### src/rtl/ahb_rr_arbiter.sv
// Round-robin AHB arbiter with burst/lock protection, address-phase mux and data-phase mux.
// Define AHB_ARB_TIMEOUT_EN to bound bus ownership to MAX_TENURE cycles of contention.
module ahb_rr_arbiter #(
    parameter int NUM_MASTERS    = 2,
    parameter int DEFAULT_MASTER = 0,
    parameter int MAX_TENURE     = 64
) (
    input  logic                           HCLK,
    input  logic                           HRESET,
    input  logic [NUM_MASTERS-1:0]         HBUSREQ,
    input  logic [NUM_MASTERS-1:0]         HLOCK,
    input  logic [2*NUM_MASTERS-1:0]       HTRANS_M,
    input  logic [3*NUM_MASTERS-1:0]       HBURST_M,
    input  logic [32*NUM_MASTERS-1:0]      HADDR_M,
    input  logic [NUM_MASTERS-1:0]         HWRITE_M,
    input  logic [3*NUM_MASTERS-1:0]       HSIZE_M,
    input  logic [32*NUM_MASTERS-1:0]      HWDATA_M,
    input  logic                           HREADY,
    output logic [NUM_MASTERS-1:0]         HGRANT,
    output logic [$clog2(NUM_MASTERS)-1:0] HMASTER,
    output logic                           HMASTLOCK,
    output logic [1:0]                     HTRANS,
    output logic [2:0]                     HBURST,
    output logic [31:0]                    HADDR,
    output logic                           HWRITE,
    output logic [2:0]                     HSIZE,
    output logic [31:0]                    HWDATA
);
    localparam int N  = NUM_MASTERS;
    localparam int MW = $clog2(NUM_MASTERS);

    localparam logic [MW-1:0] DEF_IDX = MW'(DEFAULT_MASTER);
    localparam logic [N-1:0]  DEF_OH  = N'(1) << DEFAULT_MASTER;

    localparam logic [1:0] TR_BUSY    = 2'b01;
    localparam logic [1:0] TR_NONSEQ  = 2'b10;
    localparam logic [1:0] TR_SEQ     = 2'b11;
    localparam logic [2:0] BURST_INCR = 3'b001;

    if (NUM_MASTERS < 2 || NUM_MASTERS > 8 || DEFAULT_MASTER < 0 ||
        DEFAULT_MASTER >= NUM_MASTERS || MAX_TENURE < 1) begin : g_bad_params
        $error("ahb_rr_arbiter: illegal parameter combination");
    end

    function automatic logic [3:0] burst_len(input logic [1:0] kind);
        case (kind)
            2'b01:   burst_len = 4'd3;
            2'b10:   burst_len = 4'd7;
            2'b11:   burst_len = 4'd15;
            default: burst_len = 4'd0;
        endcase
    endfunction

    logic [N-1:0]  grant_q, grant_d;
    logic [MW-1:0] grant_idx_q, grant_idx_d;
    logic [MW-1:0] hmaster_q, hmaster_d;
    logic [MW-1:0] hmaster_data_q, hmaster_data_d;
    logic          mastlock_q, mastlock_d;
    logic [3:0]    burst_rem_q, burst_rem_d;

    logic [1:0]    bus_trans;
    logic [2:0]    bus_burst;
    logic [N-1:0]  req_eff;
    logic          timeout;
    logic          fixed_start, incr_hold, boundary, lock_hold, arb_ok;
    logic [MW-1:0] next_idx;
    logic          found;

    always_comb begin
        bus_trans = '0;
        bus_burst = '0;
        HADDR     = '0;
        HWRITE    = 1'b0;
        HSIZE     = '0;
        HWDATA    = '0;
        for (int i = 0; i < N; i++) begin
            if (hmaster_q == MW'(i)) begin
                bus_trans = HTRANS_M[2*i +: 2];
                bus_burst = HBURST_M[3*i +: 3];
                HADDR     = HADDR_M[32*i +: 32];
                HWRITE    = HWRITE_M[i];
                HSIZE     = HSIZE_M[3*i +: 3];
            end
            if (hmaster_data_q == MW'(i)) begin
                HWDATA = HWDATA_M[32*i +: 32];
            end
        end
    end

`ifdef AHB_ARB_TIMEOUT_EN
    localparam int TW = $clog2(MAX_TENURE + 1);
    logic [TW-1:0] tenure_q, tenure_d;

    assign timeout = (tenure_q >= TW'(MAX_TENURE)) && !HLOCK[grant_idx_q];

    always_comb begin
        tenure_d = tenure_q;
        if (grant_d != grant_q) begin
            tenure_d = '0;
        end else if (((HBUSREQ & ~grant_q) != '0) && (tenure_q < TW'(MAX_TENURE))) begin
            tenure_d = tenure_q + 1'b1;
        end
    end

    always_ff @(posedge HCLK) begin
        if (HRESET) tenure_q <= '0;
        else        tenure_q <= tenure_d;
    end
`else
    assign timeout = 1'b0;
`endif

    // An owner that has run out of tenure competes as if it were not requesting.
    assign req_eff     = HBUSREQ & ~(timeout ? grant_q : '0);
    assign fixed_start = (bus_trans == TR_NONSEQ) && (bus_burst[2:1] != 2'b00);
    assign incr_hold   = (bus_trans != 2'b00) && (bus_burst == BURST_INCR) && req_eff[grant_idx_q];
    assign boundary    = ((burst_rem_q == 4'd0) && !fixed_start && !incr_hold) ||
                         ((burst_rem_q == 4'd1) && (bus_trans == TR_SEQ));
    assign lock_hold   = HLOCK[grant_idx_q] & HBUSREQ[grant_idx_q];
    assign arb_ok      = HREADY & ~lock_hold & boundary;

    always_comb begin
        next_idx = DEF_IDX;
        found    = 1'b0;
        for (int off = 1; off <= N; off++) begin
            for (int j = 0; j < N; j++) begin
                if (!found && req_eff[j] &&
                    ((int'(grant_idx_q) + off == j) || (int'(grant_idx_q) + off == j + N))) begin
                    found    = 1'b1;
                    next_idx = MW'(j);
                end
            end
        end
    end

    always_comb begin
        grant_d        = grant_q;
        grant_idx_d    = grant_idx_q;
        hmaster_d      = hmaster_q;
        hmaster_data_d = hmaster_data_q;
        mastlock_d     = mastlock_q;
        burst_rem_d    = burst_rem_q;
        if (arb_ok) begin
            grant_idx_d = next_idx;
            grant_d     = N'(1) << next_idx;
        end
        if (HREADY) begin
            hmaster_d      = grant_idx_q;
            mastlock_d     = HLOCK[grant_idx_q];
            hmaster_data_d = hmaster_q;
            case (bus_trans)
                TR_NONSEQ: burst_rem_d = burst_len(bus_burst[2:1]);
                TR_SEQ:    burst_rem_d = (burst_rem_q != 4'd0) ? burst_rem_q - 4'd1 : 4'd0;
                TR_BUSY:   burst_rem_d = burst_rem_q;
                default:   burst_rem_d = 4'd0;
            endcase
        end
    end

    always_ff @(posedge HCLK) begin
        if (HRESET) begin
            grant_q        <= DEF_OH;
            grant_idx_q    <= DEF_IDX;
            hmaster_q      <= DEF_IDX;
            hmaster_data_q <= DEF_IDX;
            mastlock_q     <= 1'b0;
            burst_rem_q    <= 4'd0;
        end else begin
            grant_q        <= grant_d;
            grant_idx_q    <= grant_idx_d;
            hmaster_q      <= hmaster_d;
            hmaster_data_q <= hmaster_data_d;
            mastlock_q     <= mastlock_d;
            burst_rem_q    <= burst_rem_d;
        end
    end

    assign HGRANT    = grant_q;
    assign HMASTER   = hmaster_q;
    assign HMASTLOCK = mastlock_q;
    assign HTRANS    = bus_trans;
    assign HBURST    = bus_burst;
endmodule

### config.mk
export PLATFORM = sky130hd
export DESIGN_NAME = ahb_rr_arbiter
export DESIGN_NICKNAME = d
export VERILOG_FILES = /design/src/rtl/ahb_rr_arbiter.sv
export SDC_FILE = /design/constraint.sdc
export NUM_CORES = 1
export LEC_CHECK = 0
export ABC_AREA = 1
export BUFFER_PORTS_ARGS = -buffer_cell sky130_fd_sc_hd__buf_2
export CORE_AREA = 2 2 90 92
export DETAILED_ROUTE_END_ITERATION = 12
export DIE_AREA = 0 0 92 94
export GPL_TIMING_DRIVEN = 0
export REMOVE_ABC_BUFFERS = 1
export SETUP_SLACK_MARGIN = 0.02
export SYNTH_ARGS = -nofsm -noshare
export SYNTH_HDL_FRONTEND = slang
export SYNTH_SLANG_ARGS = --single-unit
### constraint.sdc
create_clock -name HCLK -period 2.83 [get_ports HCLK]
set_input_delay 0.283 -clock HCLK [delete_from_list [all_inputs] [get_ports HCLK]]
set_output_delay 0.283 -clock HCLK [all_outputs]
set_load 0.03 [all_outputs]
=== Word level (Yosys, flattened, before mapping) ===
Cells that the tools add are included.

* Multipliers: 0
* Mux-type cells: 19
* Equality and inequality tests: 14
* Div/mod/pow operators: 0
* Shift-type cells: 1
* Add/sub/neg operators: 3
* Magnitude comparators: 1
* Bitwise operators: 5
* Reductions and logical operators: 30

{| class="wikitable"
|+ Operator list
! kind !! count
|-
| == test 32 x 2 -> 1 bit (second input constant) || 2
|-
| == test 32 x 3 -> 1 bit (second input constant) || 2
|-
| zero test 32 bit || 2
|-
| two-way mux 32 bit || 2
|-
| one-hot mux 4 bit (3 select lines) || 2
|-
| logical AND 1 bit || 13
|-
| two-way mux 1 bit || 11
|-
| == test 2 bit (second input constant) || 5
|-
| two-way mux 3 bit || 2
|-
| zero test 1 bit || 5
|-
| logical OR 1 bit || 5
|-
| == test 2 x 1 -> 1 bit (second input constant) || 2
|-
| == test 4 x 1 -> 1 bit (second input constant) || 1
|-
| zero test 4 bit || 1
|-
| two-way mux 4 bit || 1
|-
| nonzero test 2 bit || 2
|-
| nonzero test 4 bit || 1
|-
| subtractor 4 x 1 -> 4 bit (second input constant) || 1
|-
| adder 1 x 2 -> 3 bit (second input constant) || 1
|-
| bitwise AND 1 bit || 3
|-
| == test 3 x 1 -> 1 bit (second input constant) || 1
|-
| == test 3 x 2 -> 1 bit (second input constant) || 1
|-
| adder 1 x 1 -> 2 bit (second input constant) || 1
|-
| less-than comparator 1 x 2 -> 1 bit (second input constant) || 1
|-
| 4 further kinds || 5
|}

* Bits in registers: 10
* Memory bits (read-only): 0
* Output and inout port bits: 77
* Memory bits (writable): 0
* Memories: 0
* Word-level logic and storage cells: 79
* Bits in latches: 0
* Bits of input ports: 153

=== Logic depth before layout (Yosys ltp) ===
* Depth after elaboration: 18
* Mapped depth: 11
* Depth with buffers taken out: 11

=== Worst setup path before layout ===
No wires, ideal clock.

* Path kind: flip-flop to flip-flop
* Start: reg hmaster_q, in the netlist HMASTER
* End: reg burst_rem_q[3]
* Stages on the path, launching flop included: 7
* Setup slack: 0.920 ns
* Arrival time: 1.840 ns
* Setup time: 0.070 ns
* Period minus slack after synthesis: 1.910 ns
* Path buffers: 1
* Required time: 2.760 ns
* Path through: dfxtp_1 -> buf_6 -> o21ai_0 -> nand2_1 -> o22ai_1 -> nand2_1 -> a21oi_1

* Cells in the longest elaborated chain, start to end: 4
* Elaborated cells between the ends (all ways): 12
* Classes of those cells: 6 x eq/ne; 4 x mux; 1 x bitwise; 1 x reduce/logical

{| class="wikitable"
|+ Ends and longest elaborated chain
! item !! line !! text
|-
| start: declaration || 56 || <nowiki>logic [MW-1:0] hmaster_q, hmaster_d;</nowiki>
|-
| start signal: assignment || 171 || <nowiki>hmaster_q <= hmaster_d;</nowiki>
|-
| two-way mux 3 bit (*) || 77 || <nowiki>if (hmaster_q == MW'(i)) begin</nowiki>
|-
| net HBURST[2] || 23 || <nowiki>output logic [2:0] HBURST,</nowiki>
|-
| == test 2 bit / == test 2 x 1 -> 1 bit (equally long branches) || 46 || <nowiki>case (kind)</nowiki>
|-
| one-hot mux 4 bit (3 select lines) (*) || 46 ||
|-
| one-hot mux 4 bit (3 select lines) (*) || 151 || <nowiki>case (bus_trans)</nowiki>
|-
| end signal: assignment || 174 || <nowiki>burst_rem_q <= burst_rem_d;</nowiki>
|-
| end: declaration || 59 || <nowiki>logic [3:0] burst_rem_q, burst_rem_d;</nowiki>
|}

Mark *: on every way through the listed nets, which the timed path passes. The rest lies on a longest branch.
A chain may end at the register's enable or synchronous reset.

=== Final worst setup path ===
* Start: reg hmaster_q, in the netlist HMASTER
* End: out HTRANS[1]

* Cells in the longest elaborated chain, start to end: 1

{| class="wikitable"
|+ Ends and longest elaborated chain
! item !! line !! text
|-
| two-way mux 2 bit || 77 ||
|-
| end: declaration || 22 || <nowiki>output logic [1:0] HTRANS,</nowiki>
|}

Every way passes these cells.

==> results.md <==
- Peak supply drop: approximately 0.15 mV
- Synth-to-Final Area Change: 84.75%
- Sequential area share after synthesis: 12.20%
- CTS Buffer Depth: 2
- Detailed placement HPWL: 6008 um
- Design area: between 2000 and 3000 um^2
- Placed cells: 578
- Logic pwr share: between 60 and 70%
- Crit path time final: about 2.5 ns
- Worst-Margin Slew: around 1.4 ns
- Most used DFF post-synth: dfxtp_1
- Net Sw Frac: between 40% and 50%
- Number of flops mapped to enable cells by yosys: 0
- Final Hold Vio Count: 0
- Clock power share: 17.0%
- Count leader, synth: nand2_1
- Max transition margin: approximately 9%
- Internal power: roughly 0.45 mW
- Net Sw Power: roughly 0.44 mW
- Antenna violations before repair: 2
- First-pass DRT Iterations: 4
- Via count: 2411
- Post-synth ARST share: 0%
- #FFs+latches synth: 9
- Nets@finish: 634
- Clock sink count: 9
- CTS clk-pin slew, worst paths: 0.04 ns
- Number of placed I/O pins: 230
- Yosys top cell area share: between 30% and 40%
- Finished Layout Cells: about 600
- Core area: roughly 7600 um^2
- Top cells by area, synth: nand2_1, mux2_2, dfxtp_1
- Mapped Cells: 261
- Largest net degree at the start of global routing: 50
- Ys Warns: 0
- RSZ-0062 raised after global routing: no
- Leakage: about 1.7 nW
- Post-DR vias/cell: 4.136
- Vias in the first global route: ~2.3k
- Max Freq: a little under 0.4 GHz
- Vert. Die Dim: about 94 um
- CP max FO: 49
- Worst min path class: in -> reg
- Clk_lat worst skew: 0.23 ns
- CTS Buf Count: 3
- Post-cts resize count: 0
- DRT Wirelength: between 7000 and 8000 um
- Final RePlAce weighted congestion: ~0.85
- Mapped cell area: ~1500 um^2
- Die width: roughly 92 um
- Status: finished clean
- Skew final: 0.003428 ns
- Synth area leader: nand2_1
- Critical Path Source Type: register
- Global-route wire length before repair: 10140 um
- Sequential Power Share: a little under a fifth
- Top cells by count, synth: nand2_1, mux2_2, inv_1
- Setup Crit Path Kind: reg -> out
- Mapped Avg Cell Area: ~5.7 um^2
- Netlist cell types: 25
- Utilization after layout: 35.86%
- Die Area: 8648 um^2
- Crit path arrival time: around 2.2 ns
- GRT Residual Overflow: 0
- Routed Antenna Nets: 0
- DR DRC count: 0
- Initial Util: between 10% and 20%
- Fraction of layout cells with a size suffix above 1: 58.33%
- MaxCap Viol Count: 0
- Pins Over Slew Limit: 0
- Cell Area, Placed: 2680 um^2
- GRT Total Usage: between 10 and 15%
- Wire per inst: between 10 and 15 um
- Root Buffer: clkbuf_8
- Worst path required time: 2.55 ns
- FILL cells: between 800 and 900
- Std-Cell Rows: 32
- I/O Buffers: about 230
- # setup viols final: 0
- CTS tree: yes
- DRT iter0 DRCs: between 50 and 60
- PD cells: roughly 330 nW/um^2
- Htree depth: 1
- Setup crit end kind: primary output
- Tcrit/Tclk final: 88.81%
- Hold-fix buffers, CTS: 0
- Hold_ws: about 0.26 ns
- Setup Buffers After CTS: 0
## critical path, stage by stage (launching register included)
cell and delay (ns):
dfxtp_2 0.89, inv_2 0.55, nand2_2 0.20, nand2_4 0.08, inv_1 0.06, buf_2 0.20
## layout by cell type (no fill, tap or decap), drive strengths merged
cell type,count
nand3,5
clkbuf,4
nand4,1
mux2,32
o211ai,1
nand3b,1
dfxtp,9
or2,1
nand2,148
a21oi,9
diode,1
o21ai,9
a31oi,2
buf,229
nor2,6
inv,22
o22ai,1
## path summary, 6_finish.rpt
check	start	endpoint	slack, ns	cells past startpoint
max	HMASTER	HTRANS[1]	0.32	5
min	HRESET	HGRANT[1]	0.26	2
max reg2reg	HMASTER	HGRANT[0]	0.36	9
min reg2reg	HGRANT[0]	HGRANT[0]	0.46	2
## metal layers
layer,GRT usage (%),share of wire [%],wire length (um)
met1,14.06,34,2448
met2,30.39,53,3786
met3,5.297,12,842
met4,1.119,0.34,24
met5,0,0.24,17
## cells by family after synthesis
| kind of cell | share of synthesized area, % |
|---|---|
| flops | 12.20 |
| compound gates | 8.390 |
| simple gates | 44.58 |
| buf+inv | 10.42 |
| mux | 24.41 |
## layout make-up
class / count / area (um^2) / share of cell area, %
Timing Repair Buffer: 229 / 1146 / 42.02
Multi-Input combinational cell: 216 / 1142 / 41.88
Sequential cell: 9 / 181.4 / 6.651
Inverter: 22 / 82.58 / 3.028
Tap cell: 102 / 127.6 / 4.679
Clock buffer: 4 / 45.04 / 1.651
Antenna cell: 1 / 2.502 / 0.09174
## state kept, by name (all words and copies together) (netlist names)
signal and count:
burst_rem_q 4, HGRANT 2, hmaster_data_q 1, HMASTER 1
HMASTLOCK 1
## per-stage QoR
step | setup slack (ns) | power, mW | TNS [ns]
2_1_floorplan | 0.07898 | 0.5188 | 0
3_3_place_gp | -0.3712 | 0.7373 | -2.873
3_5_place_dp | 0.3157 | 0.7446 | 0
4_1_cts | 0.2703 | 0.8972 | 0
5_1_grt | 0.02738 | 0.9503 | 0
6_report | 0.3165 | 0.8921 | 0
## power groups by stage
stage / combinational [mW] / clock, mW / sequential, mW
floorplan: 0.350 / 0 / 0.168
global placement: 0.572 / 0 / 0.166
detailed placement: 0.578 / 0 / 0.167
CTS: 0.580 / 0.153 / 0.165
global route: 0.621 / 0.162 / 0.168
finish: 0.576 / 0.152 / 0.164
(Power assumes the default switching activity.)
